--- src/rtl/lsu_pkg.sv ---
// rtl/lsu_pkg.sv - shared FSM state and RV32I funct3 encodings for the load/store unit
package lsu_pkg;

  typedef enum logic [1:0] {
    S_IDLE  = 2'd0,
    S_READ  = 2'd1,
    S_WRITE = 2'd2,
    S_RESP  = 2'd3
  } lsu_state_e;

  localparam logic [2:0] F3_B  = 3'd0;
  localparam logic [2:0] F3_H  = 3'd1;
  localparam logic [2:0] F3_W  = 3'd2;
  localparam logic [2:0] F3_BU = 3'd4;
  localparam logic [2:0] F3_HU = 3'd5;

  // Illegal width code or misaligned address; the range check needs DEPTH_WORDS and lives in the top.
  function automatic logic access_err(input logic is_store, input logic [2:0] funct3,
                                      input logic [1:0] addr_lo);
    logic illegal;
    logic misaligned;
    if (is_store) illegal = (funct3 > F3_W);
    else          illegal = (funct3 == 3'd3) || (funct3 == 3'd6) || (funct3 == 3'd7);
    misaligned = ((funct3[1:0] == 2'b01) && addr_lo[0]) ||
                 ((funct3[1:0] == 2'b10) && (addr_lo != 2'b00));
    return illegal | misaligned;
  endfunction

endpackage

--- src/rtl/lsu_align.sv ---
// rtl/lsu_align.sv - load lane extraction with sign/zero extension and store lane merging
module lsu_align
  import lsu_pkg::*;
(
  input  logic [31:0] word,
  input  logic [1:0]  addr_lo,
  input  logic [2:0]  funct3,
  input  logic [31:0] wdata,
  output logic [31:0] load_data,
  output logic [31:0] store_word
);

  logic [7:0]  byte_lane;
  logic [15:0] half_lane;

  always_comb begin
    byte_lane = word[{addr_lo, 3'b000} +: 8];
    half_lane = addr_lo[1] ? word[31:16] : word[15:0];

    case (funct3)
      F3_B:    load_data = {{24{byte_lane[7]}}, byte_lane};
      F3_H:    load_data = {{16{half_lane[15]}}, half_lane};
      F3_W:    load_data = word;
      F3_BU:   load_data = {24'd0, byte_lane};
      F3_HU:   load_data = {16'd0, half_lane};
      default: load_data = '0;
    endcase

    store_word = word;
    case (funct3)
      F3_B: store_word[{addr_lo, 3'b000} +: 8] = wdata[7:0];
      F3_H: begin
        if (addr_lo[1]) store_word[31:16] = wdata[15:0];
        else            store_word[15:0]  = wdata[15:0];
      end
      default: store_word = wdata;
    endcase
  end

endmodule

--- src/rtl/load_store_unit.sv ---
// rtl/load_store_unit.sv - single-outstanding RV32I load/store unit with read-modify-write for SB/SH
module load_store_unit
  import lsu_pkg::*;
#(
  parameter int DEPTH_WORDS = 28
) (
  input  logic        clk,
  input  logic        reset,
  input  logic        req_valid,
  output logic        req_ready,
  input  logic        req_is_store,
  input  logic [2:0]  req_funct3,
  input  logic [31:0] req_addr,
  input  logic [31:0] req_wdata,
  output logic        resp_valid,
  output logic [31:0] resp_rdata,
  output logic        resp_err,
  output logic [31:0] mem_addr,
  output logic [31:0] mem_write_data,
  output logic        mem_read_en,
  output logic        mem_write_en,
  input  logic [31:0] mem_read_data
);

  lsu_state_e  state_q, state_d;
  logic [31:0] addr_q, wdata_q, word_q;
  logic [2:0]  funct3_q;
  logic        is_store_q, err_q;
  logic        handshake, req_err;
  logic [31:0] load_data, store_word;

  assign handshake = req_valid & req_ready;
  assign req_err   = access_err(req_is_store, req_funct3, req_addr[1:0]) |
                     ({2'b00, req_addr[31:2]} >= $unsigned(DEPTH_WORDS));

  always_ff @(posedge clk or negedge reset) begin
    if (!reset) state_q <= S_IDLE;
    else        state_q <= state_d;
  end

  always_comb begin
    state_d = state_q;
    case (state_q)
      S_IDLE: begin
        if (handshake) begin
          if (req_err)                                state_d = S_RESP;
          else if (req_is_store && req_funct3 == F3_W) state_d = S_WRITE;
          else                                        state_d = S_READ;
        end
      end
      S_READ:  state_d = is_store_q ? S_WRITE : S_RESP;
      S_WRITE: state_d = S_RESP;
      S_RESP:  state_d = S_IDLE;
      default: state_d = S_IDLE;
    endcase
  end

  always_ff @(posedge clk or negedge reset) begin
    if (!reset) begin
      addr_q     <= '0;
      wdata_q    <= '0;
      funct3_q   <= '0;
      is_store_q <= 1'b0;
      err_q      <= 1'b0;
      word_q     <= '0;
    end else begin
      if (handshake) begin
        addr_q     <= req_addr;
        wdata_q    <= req_wdata;
        funct3_q   <= req_funct3;
        is_store_q <= req_is_store;
        err_q      <= req_err;
      end
      if (state_q == S_READ) word_q <= mem_read_data;
    end
  end

  lsu_align u_align (
    .word       (word_q),
    .addr_lo    (addr_q[1:0]),
    .funct3     (funct3_q),
    .wdata      (wdata_q),
    .load_data  (load_data),
    .store_word (store_word)
  );

  // req_ready is gated by reset so it only rises once reset is released.
  always_comb begin
    req_ready      = 1'b0;
    resp_valid     = 1'b0;
    resp_rdata     = '0;
    resp_err       = 1'b0;
    mem_addr       = '0;
    mem_write_data = '0;
    mem_read_en    = 1'b0;
    mem_write_en   = 1'b0;
    case (state_q)
      S_IDLE: req_ready = reset;
      S_READ: begin
        mem_read_en = 1'b1;
        mem_addr    = {addr_q[31:2], 2'b00};
      end
      S_WRITE: begin
        mem_write_en   = 1'b1;
        mem_addr       = {addr_q[31:2], 2'b00};
        mem_write_data = store_word;
      end
      S_RESP: begin
        resp_valid = 1'b1;
        resp_err   = err_q;
        resp_rdata = (err_q || is_store_q) ? 32'd0 : load_data;
      end
      default: ;
    endcase
  end

endmodule

--- config.mk ---
export PLATFORM = sky130hd
export DESIGN_NAME = load_store_unit
export DESIGN_NICKNAME = d
export VERILOG_FILES = /design/src/rtl/lsu_pkg.sv /design/src/rtl/lsu_align.sv /design/src/rtl/load_store_unit.sv
export SDC_FILE = /design/constraint.sdc
export NUM_CORES = 1
export LEC_CHECK = 0
export CORE_AREA = 2 2 128 130
export DETAILED_ROUTE_END_ITERATION = 7
export DIE_AREA = 0 0 130 132
export PLACE_DENSITY = 0.8
export SETUP_SLACK_MARGIN = 0.05
export SYNTH_ARGS = -nofsm -noshare
export SYNTH_HDL_FRONTEND = slang
export SYNTH_HIERARCHICAL = 1
export SYNTH_SLANG_ARGS = --single-unit
--- constraint.sdc ---
create_clock -name clk -period 2.76 [get_ports clk]
set_clock_uncertainty 0.2 [all_clocks]
set_input_delay 0.414 -clock clk [delete_from_list [all_inputs] [get_ports clk]]
set_output_delay 0.414 -clock clk [all_outputs]
set_load 0.01 [all_outputs]
==> flow_metrics.py, run 1 <==
metrics = {
    "clocking": {
        "cts_max_level": 3,
        "cts_tree": "built",
        "cts_buffers": 9,
        "clkTransAtPathRegs_ns": 0.08,
        "clockRootBuffer": "clkbuf_16",
        "insertion_delay_ns": 0.35,
        "cts_hold_buf": 0,
        "clock_sinks": 103,
        "clockBufferDepth": 2,
    },
    "place": {
        "place_ws_ns": -0.0788,
        "port_buffers": 201,
        "dp_hpwl_um": 15300,
        "globalplace.congestion": 0.940,
    },
    "logic_synthesis": {
        "synthesis.area_um2": 6660,
        "yosysSeqAreaShare_pct": 38.7,
        "avgSynthCellArea_um2": 10.3,
        "yosys.cell_types.count": 54,
        "synthCells": 648,
        "ys_async_sr_fraction_pct": 100,
        "synth_edf_count": 0,
        "synth_ff_type": "dfrtp_1",
        "ys_warn_count": 6,
        "synth_seq_cells": 103,
    },
    "global_route": {
        "grt_max_degree": 60,
        "antenna_found_initial": 0,
        "overflow": 0,
        "grt_pass1_vias": 6252,
        "track_usage_pct": 25.1,
        "grt_pass1_wl_um": 33600,
    },
    "pwr": {
        "p_leak_nw": 4.38,
        "p_per_area_nw_per_um2": 1280,
        "finalPower_mw": 12.6,
        "peakVddDrop_uv": 725,
    },
    "timing": {
        "fin_crit_ns": 2.95,
        "slew_headroom_pct": 50.4,
        "setup_slack_ns": -0.186,
        "final_hold_viol_count": 0,
        "setup_violations": 42,
        "tightest_slew_ns": 0.744,
        "slew_violations": 0,
        "fin_hold_ws_ns": 0.0478,
        "period_share_pct": 107,
        "rsz0062_at_grt": "true",
        "fmax_mhz": 339,
    },
    "floorplan": {
        "ios": 204,
        "core_um2": 15700,
        "die_y_um": 132,
        "start_util_pct": 42.4,
        "die_w_um": 130,
        "rows": 46,
        "die_area_um2": 17200,
    },
    "critical_path": {
        "slowest_stage": "dfrtp_1",
        "start_kind": "flip-flop",
        "path_max_fanout": 7,
        "crit_chain": "buf_4 > inv_4 > ha_4 > buf_4 > nor2_2 > buf_4 > a311oi_2 > nor3_1 > and2_1 > dlygate4sd2_1",
        "r2r_slack_ns": 0.84,
        "critPathMaxStageDelay_ns": 0.38,
        "worst_path_most_repeated_cell": "buf_4",
        "end_kind": "output pin",
        "worstPathRequired_ns": 2.15,
        "cp.arrival_ns": 2.33,
        "timing.rr.start": "state_q[0]",
        "worstSetupPathType": "flip-flop to output pin",
        "startpoint": "addr_q[1]",
    },
    "route": {
        "vias_per_cell": 5.57,
        "drt_iter0_drc": 353,
        "wl_per_cell_um": 19.2,
        "post-route-drc-count": 0,
        "vias": 6188,
        "totalWireLength_um": 21300,
        "first_pass_iters": 4,
        "ant_nets": 0,
    },
    "final_layout": {
        "layout_commonest_cell": "clkdlybuf4s50_1",
        "final_cell_mix": "clkdlybuf4s50_1, mux2_2, dfrtp_1",
        "area_delta_synth_final_pct": 48.0,
        "antenna_cells": 0,
        "drive_gt1_share_pct": 37.1,
        "multiInputGateArea_um2": 4110,
        "final-seq-area_um2": 2580,
        "nFillCells": 1326,
        "nNetsFinal": 1003,
    },
    "hold_path": {
        "hp-class": "input port to asynchronous set/reset pin",
    },
    "run": {
        "max-cap-violations": 0,
    },
    "outcome": {
        "violations": "setup timing",
        "status": "finished, violations left",
    },
}
-- critical path, delay by kind of cell, from the launching register on --
kind | cells | cell delay (ns)
and+or+nand+nor | 3 | 0.26
DFF | 1 | 0.38
buffers and inverters | 5 | 0.78
adders and majority gates | 1 | 0.29
AOI/OAI and AO/OA | 1 | 0.26
-- final timing paths --
check                                         end  cells after the start
worst min register to register         addr_q[11]                      1
worst min-delay path                    word_q[6]                      2
worst max register to register          addr_q[3]                      6
min in group clk                       addr_q[11]                      1
worst max-delay path            mem_write_data[0]                     10
max in group asynchronous             funct3_q[2]                      2
-- power breakdown --
group	internal, mW	switching, mW	total (mW)
sequential	2.28	0.853	3.14
clock	0.624	0.628	1.25
combinational	4.52	3.68	8.19
-- synth_stat cells, drive strengths merged, types with 3 or more instances --
cell type / instances / area share [%]
dfrtp: 103 / 39
ha: 10 / 1.9
nand2b: 11 / 1.0
and2: 97 / 9.1
a2bb2oi: 8 / 1.1
nor3: 10 / 0.75
nand2: 28 / 1.6
nor4b: 7 / 0.92
nor4: 8 / 0.75
nor3b: 9 / 1.0
nor2b: 16 / 1.5
o22ai: 3 / 0.38
o221ai: 15 / 2.0
buf: 24 / 2.4
mux2i: 4 / 0.60
mux2: 111 / 19
a22oi: 23 / 2.6
a21oi: 10 / 0.75
inv: 15 / 0.85
a311oi: 7 / 0.92
a221o: 11 / 1.7
clkbuf: 28 / 1.6
a21o: 16 / 1.8
o21ai: 7 / 0.53
nand4: 3 / 0.28
nor2: 20 / 1.1
nand3: 6 / 0.45
o21a: 7 / 0.79
a22o: 8 / 1.1
-- metrics by stage --
stage / instance area, um2 / setup TNS, ns / utilization [%] / instances
after detailed placement: 9150 / -1.34 / 58.3 / 1072
after CTS: 9680 / -5.29 / 61.6 / 1104
final: 9850 / -4.49 / 62.7 / 1110
after global placement: 9150 / -0.425 / 58.3 / 1072
after floorplan: 6660 / 0 / - / 649
after global routing: 9850 / -7.69 / 62.7 / 1110
-- sequential cells by signal, indices dropped and copies added (netlist names) --
| signal | cells |
|---|---|
| err_q | 1 |
| addr_q | 32 |
| wdata_q | 32 |
| is_store_q | 1 |
| state_q | 2 |
| word_q | 32 |
| funct3_q | 3 |
-- repair_timing --
item / in CTS / in global routing
pin swaps: 14 / 9
endpoints found under the setup margin: 94 / 95
gates cloned: 2 / 0
gates resized for setup: 270 / 57
setup buffers: 15 / 6
endpoints found under the hold margin: 0 / 0
-- area by class of cell --
| class | count | share of cell area [%] |
|---|---|---|
| Multi-Input combinational cell | 478 | 41.7 |
| Sequential cell | 103 | 26.2 |
| Timing Repair Buffer | 282 | 25.8 |
| Tap cell | 216 | 2.74 |
| Clock buffer | 9 | 2.29 |
| Inverter | 16 | 0.635 |
| Clock inverter | 6 | 0.546 |
-- cell families after synthesis --
kind of cell               share of synthesized area, %
DFF                                                38.7
buffers and inverters                              4.87
adders and majority gates                          1.88
muxes                                              19.7
and+or+nand+nor                                    19.6
other                                            0.0563
AOI/OAI and AO/OA                                  15.1
-- routing by layer --
metal | vias up | GRT usage, % | share of wire, % | routed length (um)
li1 | 2848 | - | - | -
met1 | 3016 | 30.6 | 40 | 8610
met2 | 286 | 40.9 | 47 | 10000
met3 | 38 | 8.85 | 9.3 | 1990
met4 | 0 | 8.78 | 3.0 | 644
met5 | - | 0 | 0 | 0
No activity file was read; power rests on OpenSTA's default activity.
==> inputs of run 2 (changes only) <==
--- a/config.mk
+++ b/config.mk
@@ -5,10 +5,11 @@
 export SDC_FILE = /design/constraint.sdc
 export NUM_CORES = 1
 export LEC_CHECK = 0
-export CORE_AREA = 2 2 128 130
+export CORE_AREA = 2 2 120 122
 export DETAILED_ROUTE_END_ITERATION = 7
-export DIE_AREA = 0 0 130 132
-export PLACE_DENSITY = 0.8
+export DIE_AREA = 0 0 122 124
+export DONT_BUFFER_PORTS = 1
+export PLACE_DENSITY = 0.69
 export SETUP_SLACK_MARGIN = 0.05
 export SYNTH_ARGS = -nofsm -noshare
 export SYNTH_HDL_FRONTEND = slang
==> run 2 against run 1 <==
  * The run ends with hold timing left
  * Hold slack worse by 0.50 ns
  * Combinational power is 21% lower
  * Total power is 13% lower
  * First-iteration DRC count is 42% higher
==> flow_metrics.py, run 2 (same netlist as run 1, synthesis figures left out) <==
metrics = {
    "global_route": {
        "track_usage_pct": 26.7,
        "grt_pass1_wl_um": 30900,
        "grt_pass1_vias": 5595,
        "overflow": 0,
        "antenna_found_initial": 1,
        "grt_max_degree": 106,
    },
    "critical_path": {
        "timing.rr.start": "state_q[0]",
        "crit_chain": "buf_12 > mux4_2 > a32o_2 > a21o_1 > and2_4",
        "slowest_stage": "mux4_2",
        "worst_r2r_path_depth": 6,
        "rr_endpoint": "wdata_q[12]",
        "worstPathRequired_ns": 2.15,
        "startpoint": "addr_q[1]",
        "critPathMaxStageDelay_ns": 0.56,
        "worstSetupPathType": "flip-flop to output pin",
        "crit_end": "resp_rdata[20]",
        "r2r_slack_ns": 0.70,
        "end_kind": "output pin",
        "cp.arrival_ns": 2.14,
        "start_kind": "flip-flop",
        "path_max_fanout": 8,
    },
    "place": {
        "globalplace.congestion": 1.00,
        "dp_hpwl_um": 13600,
        "dpl_cell_area_um2": 6840,
        "port_buffers": 0,
    },
    "pwr": {
        "p_leak_nw": 3.65,
        "p_per_area_nw_per_um2": 1290,
        "seqPwrFrac_pct": 29.1,
        "power.internal_mw": 6.20,
        "netSwitchingPower_mw": 4.79,
        "switching_share_pct": 43.6,
        "peakVddDrop_uv": 681,
        "clockPowerShare_pct": 11.7,
        "comb_power_share_pct": 59.2,
    },
    "route": {
        "wl_per_cell_um": 22.2,
        "vias_per_cell": 6.08,
        "post-route-drc-count": 0,
        "first_pass_iters": 6,
        "drt_iter0_drc": 502,
        "vias": 5621,
        "totalWireLength_um": 20500,
        "ant_nets": 0,
    },
    "final_layout": {
        "final_area_um2": 8530,
        "final_cell_mix": "mux2_2, dfrtp_1, dlygate4sd3_1",
        "area_delta_synth_final_pct": 28.2,
        "nFillCells": 1081,
        "reg_top3": "addr_q: 32 flops, wdata_q: 32 flops, word_q: 32 flops",
        "nNetsFinal": 851,
        "layout_commonest_cell": "mux2_2",
        "drive_gt1_share_pct": 32.6,
    },
    "floorplan": {
        "start_util_pct": 48.5,
        "die_y_um": 124,
        "die_w_um": 122,
        "core_um2": 13700,
        "ios": 204,
        "die_area_um2": 15100,
        "rows": 43,
    },
    "clocking": {
        "cts_max_level": 3,
        "clkTransAtPathRegs_ns": 0.07,
        "clockBufferDepth": 2,
        "cts_buffers": 9,
        "insertion_delay_ns": 0.36,
        "clockRootBuffer": "clkbuf_16",
        "cts_tree": "built",
        "clock_sinks": 103,
    },
    "timing": {
        "final_hold_viol_count": 103,
        "fin_crit_ns": 2.75,
        "slew_violations": 0,
        "rsz0062_at_grt": "true",
        "period_share_pct": 99.7,
        "fmax_mhz": 363,
        "fin_hold_ws_ns": -0.452,
        "slew_headroom_pct": 52.4,
        "tightest_slew_ns": 0.714,
        "setup_violations": 0,
    },
    "outcome": {
        "violations": "hold timing",
        "status": "finished, violations left",
    },
    "run": {
        "max-cap-violations": 0,
    },
    "hold_path": {
        "hp-class": "input port to asynchronous set/reset pin",
    },
}
-- run 2: changes by cell type in the layout (fill, tap and decap cells not counted), moves of 11 or more --
cell and change:
dlygate4sd3_1 +89, buf_2 -43, buf_4 -40, and2_1 -37, a22oi_2 -11, clkdlybuf4s50_1 -131
and2_4 +36, a22oi_1 +11
-- run 2: worst max-delay path: cells and delay by family, from the launching register on --
kind            cells  cell delay, ns
flops               1            0.43
buf+inv             1            0.13
compound gates      2            0.51
mux                 1            0.56
simple gates        1            0.14
-- run 2: worst min path at each step --
stage                     slack [ns]  start         end  cells past startpoint
final                          -0.45  reset   word_q[7]                      0
after global routing           -0.47  reset   word_q[7]                      0
after CTS                      -0.47  reset  wdata_q[4]                      0
after detailed placement       -0.08  reset  word_q[27]                      0
after global placement         -0.08  reset  word_q[29]                      0
after floorplan                -0.08  reset   addr_q[0]                      0
-- run 2: layout make-up --
| type | instances | area, um2 | share of cell area [%] |
|---|---|---|---|
| timing repair buffer | 129 | 1330 | 15.6 |
| antenna | 1 | 2.50 | 0.0293 |
| tap | 180 | 225 | 2.64 |
| clock inverter | 5 | 46.3 | 0.543 |
| multi-input combinational | 479 | 4030 | 47.3 |
| inverter | 16 | 60.1 | 0.704 |
| clock buffer | 11 | 253 | 2.96 |
| sequential | 103 | 2580 | 30.3 |
-- run 2: power groups by stage --
stage	clock network, mW	logic [mW]	registers, mW
detailed placement	0	5.38	3.17
CTS	1.32	5.98	3.17
floorplan	0	4.43	2.76
finish	1.29	6.50	3.20
global route	1.38	6.98	3.30
global placement	0	5.27	3.14
-- run 2: routing by layer --
layer  vias to the layer above  global-route usage (%)  part of all wire [%]
li1                       2533                       -                     -
met1                      2755                    34.3                    41
met2                       287                    44.4                    48
met3                        46                    6.50                   7.8
met4                         0                    8.98                   3.0
met5                         -                       0                     0
-- run 2: through the flow --
| step | cells | utilization (%) | setup TNS, ns | setup WS [ns] | total power [mW] |
|---|---|---|---|---|---|
| floorplan | 649 | - | 0 | 0.0642 | 7.19 |
| global placement | 801 | 49.9 | 0 | 0.266 | 8.41 |
| detailed placement | 801 | 49.9 | 0 | 0.231 | 8.55 |
| CTS | 914 | 60.3 | 0 | 0.0000273 | 10.5 |
| global route | 924 | 62.2 | -0.612 | -0.0498 | 11.7 |
| finish | 924 | 62.2 | 0 | 0.00850 | 11.0 |
-- run 2: timing repair --
action | 4_1_cts | 5_1_grt
resized for setup | 40 | 53
pin swaps | 5 | 4
hold buffers | 86 | 3
setup endpoints to repair | 58 | 63
cloned | 3 | 1
endpoints found under the hold margin | 189 | 106
buffers inserted | 8 | 5
==> inputs of run 3 (changes only) <==
==> constraint.sdc (replaced) <==
create_clock -name clk -period 2.5 [get_ports clk]
set_clock_uncertainty 0.2 [all_clocks]
set_input_delay 0.375 -clock clk [delete_from_list [all_inputs] [get_ports clk]]
set_output_delay 0.375 -clock clk [all_outputs]
set_load 0.01 [all_outputs]
==> run 3 against run 2 <==
  * The flow finishes with violations (hold timing, setup timing)
  * Non-clock buffer count increased by 26
  * First-iteration DRC count decreased by 13%
  * Cell area increased by 8.5%
  * Routed wire length increased by 3.1%
  * Sequential share of layout area decreased by 2.4 points
  * Cell count increased by 2.7%
  * Combinational power increased by 29%
  * Global-route usage increased by 0.50 points
  * Hold slack got worse by 0.050 ns
  * Critical path depth unchanged
  * Via count increased by 2.4%
  * Total power increased by 23%
  * Critical endpoint is now resp_rdata[19]
  * Highest routed layer unchanged
==> flow_metrics.py, run 3 (same netlist as run 1, synthesis figures left out) <==
metrics = {
    "critical_path": {
        "crit_chain": "buf_12 > mux4_2 > a32o_2 > a21o_1 > and2_4",
        "worstPathRequired_ns": 1.92,
        "worstSetupPathType": "flip-flop to output pin",
        "cp.arrival_ns": 2.15,
        "critPathBufInv": 1,
        "critPathMaxStageDelay_ns": 0.55,
        "path_max_fanout": 8,
        "slowest_stage": "mux4_2",
        "crit_family": "multiplexers",
        "start_kind": "flip-flop",
        "end_kind": "output pin",
    },
    "route": {
        "vias": 5757,
        "wl_met1_um": 8300,
        "dr_wl_met2_um": 10500,
        "vias_per_cell": 6.07,
        "met3_length_um": 1670,
        "drt_iter0_drc": 438,
        "totalWireLength_um": 21200,
        "top_layer": "met4",
        "ant_nets": 0,
        "first_pass_iters": 5,
        "post-route-drc-count": 0,
        "wl_per_cell_um": 22.3,
    },
    "clocking": {
        "cts_tree": "built",
        "cts_max_level": 3,
        "insertion_delay_ns": 0.37,
        "cts_buffers": 9,
        "clock_sinks": 103,
        "clockRootBuffer": "clkbuf_16",
        "clkTransAtPathRegs_ns": 0.08,
        "cts_hold_buf": 100,
        "clockBufferDepth": 2,
    },
    "timing": {
        "fin_hold_ws_ns": -0.503,
        "tightest_slew_ns": 0.543,
        "period_share_pct": 109,
        "setup_violations": 63,
        "slew_headroom_pct": 63.6,
        "final_hold_viol_count": 103,
        "setup_slack_ns": -0.221,
        "fmax_mhz": 368,
        "slew_violations": 0,
        "fin_crit_ns": 2.72,
        "rsz0062_at_grt": "true",
    },
    "place": {
        "port_buffers": 0,
        "dp_hpwl_um": 13800,
        "globalplace.congestion": 0.923,
        "place_ws_ns": 0.0805,
    },
    "pwr": {
        "peakVddDrop_uv": 752,
        "finalPower_mw": 13.5,
        "p_leak_nw": 3.91,
        "p_per_area_nw_per_um2": 1460,
    },
    "floorplan": {
        "start_util_pct": 48.5,
        "ios": 204,
        "core_um2": 13700,
        "die_area_um2": 15100,
        "die_w_um": 122,
        "rows": 43,
        "die_y_um": 124,
    },
    "global_route": {
        "antenna_found_initial": 0,
        "overflow": 0,
        "grt_pass1_wl_um": 31200,
        "grt_max_degree": 106,
        "track_usage_pct": 27.2,
        "grt_pass1_vias": 5860,
    },
    "final_layout": {
        "reg_top3": "addr_q: 32 flops, wdata_q: 32 flops, word_q: 32 flops",
        "nFillCells": 1019,
        "final_util_pct": 67.5,
        "multiInputGateArea_um2": 4460,
        "final_cell_mix": "mux2_2, dfrtp_1, dlygate4sd3_1",
        "final-seq-area_um2": 2580,
        "layout_commonest_cell": "mux2_2",
        "nNetsFinal": 877,
        "drive_gt1_share_pct": 42.3,
        "area_delta_synth_final_pct": 39.1,
        "antenna_cells": 0,
    },
    "outcome": {
        "violations": "hold timing, setup timing",
        "status": "finished, violations left",
    },
    "run": {
        "max-cap-violations": 0,
    },
    "hold_path": {
        "hp-class": "input port to asynchronous set/reset pin",
    },
}
==> run 3: layout make-up <==
type	count	share of cell area [%]
Multi-Input combinational cell	479	48.2
Sequential cell	103	27.9
Timing Repair Buffer	155	17.3
Clock buffer	9	2.43
Tap cell	180	2.43
Clock inverter	7	1.01
Inverter	16	0.784
==> run 3: power by group <==
| group | internal (mW) | total, mW | switching (mW) |
|---|---|---|---|
| sequential | 2.52 | 3.61 | 1.09 |
| combinational | 4.32 | 8.41 | 4.09 |
| clock | 0.730 | 1.48 | 0.755 |
| total | 7.57 | 13.5 | 5.94 |
==> run 3: repair_timing <==
| item | CTS | global route |
|---|---|---|
| endpoints found under the hold margin | 203 | 103 |
| gates cloned | 2 | 3 |
| gates resized for setup | 129 | 59 |
| pin swaps | 16 | 18 |
| setup endpoints to repair | 94 | 64 |
| buffers inserted | 16 | 6 |
==> run 3: metal layers <==
layer,track usage (%),vias up
li1,-,2589
met1,31.9,2819
met2,47.3,303
met3,7.69,46
met4,10.7,0
met5,0,-
==> run 3: final timing paths <==
path / startpoint / end / slack, ns / depth (start not counted)
worst max-delay path: addr_q[1] / resp_rdata[19] / -0.22 / 5
worst min-delay path: reset / word_q[18] / -0.50 / 0
worst max register to register: state_q[0] / addr_q[2] / 0.43 / 6
worst min register to register: addr_q[10] / addr_q[10] / 0.30 / 1
max in group asynchronous: reset / funct3_q[0] / 2.42 / 0
min in group clk: req_funct3[1] / state_q[0] / 0.06 / 3
==> run 3: metrics by stage <==
step,area [um2],hold WS [ns],TNS (ns),std cells
after floorplan,6700,-0.121,0,649
after global placement,6910,-0.117,0,806
after detailed placement,6910,-0.118,0,806
after CTS,8920,-0.513,-8.49,940
after global routing,9260,-0.523,-12.45,949
final,9260,-0.503,-8.19,949
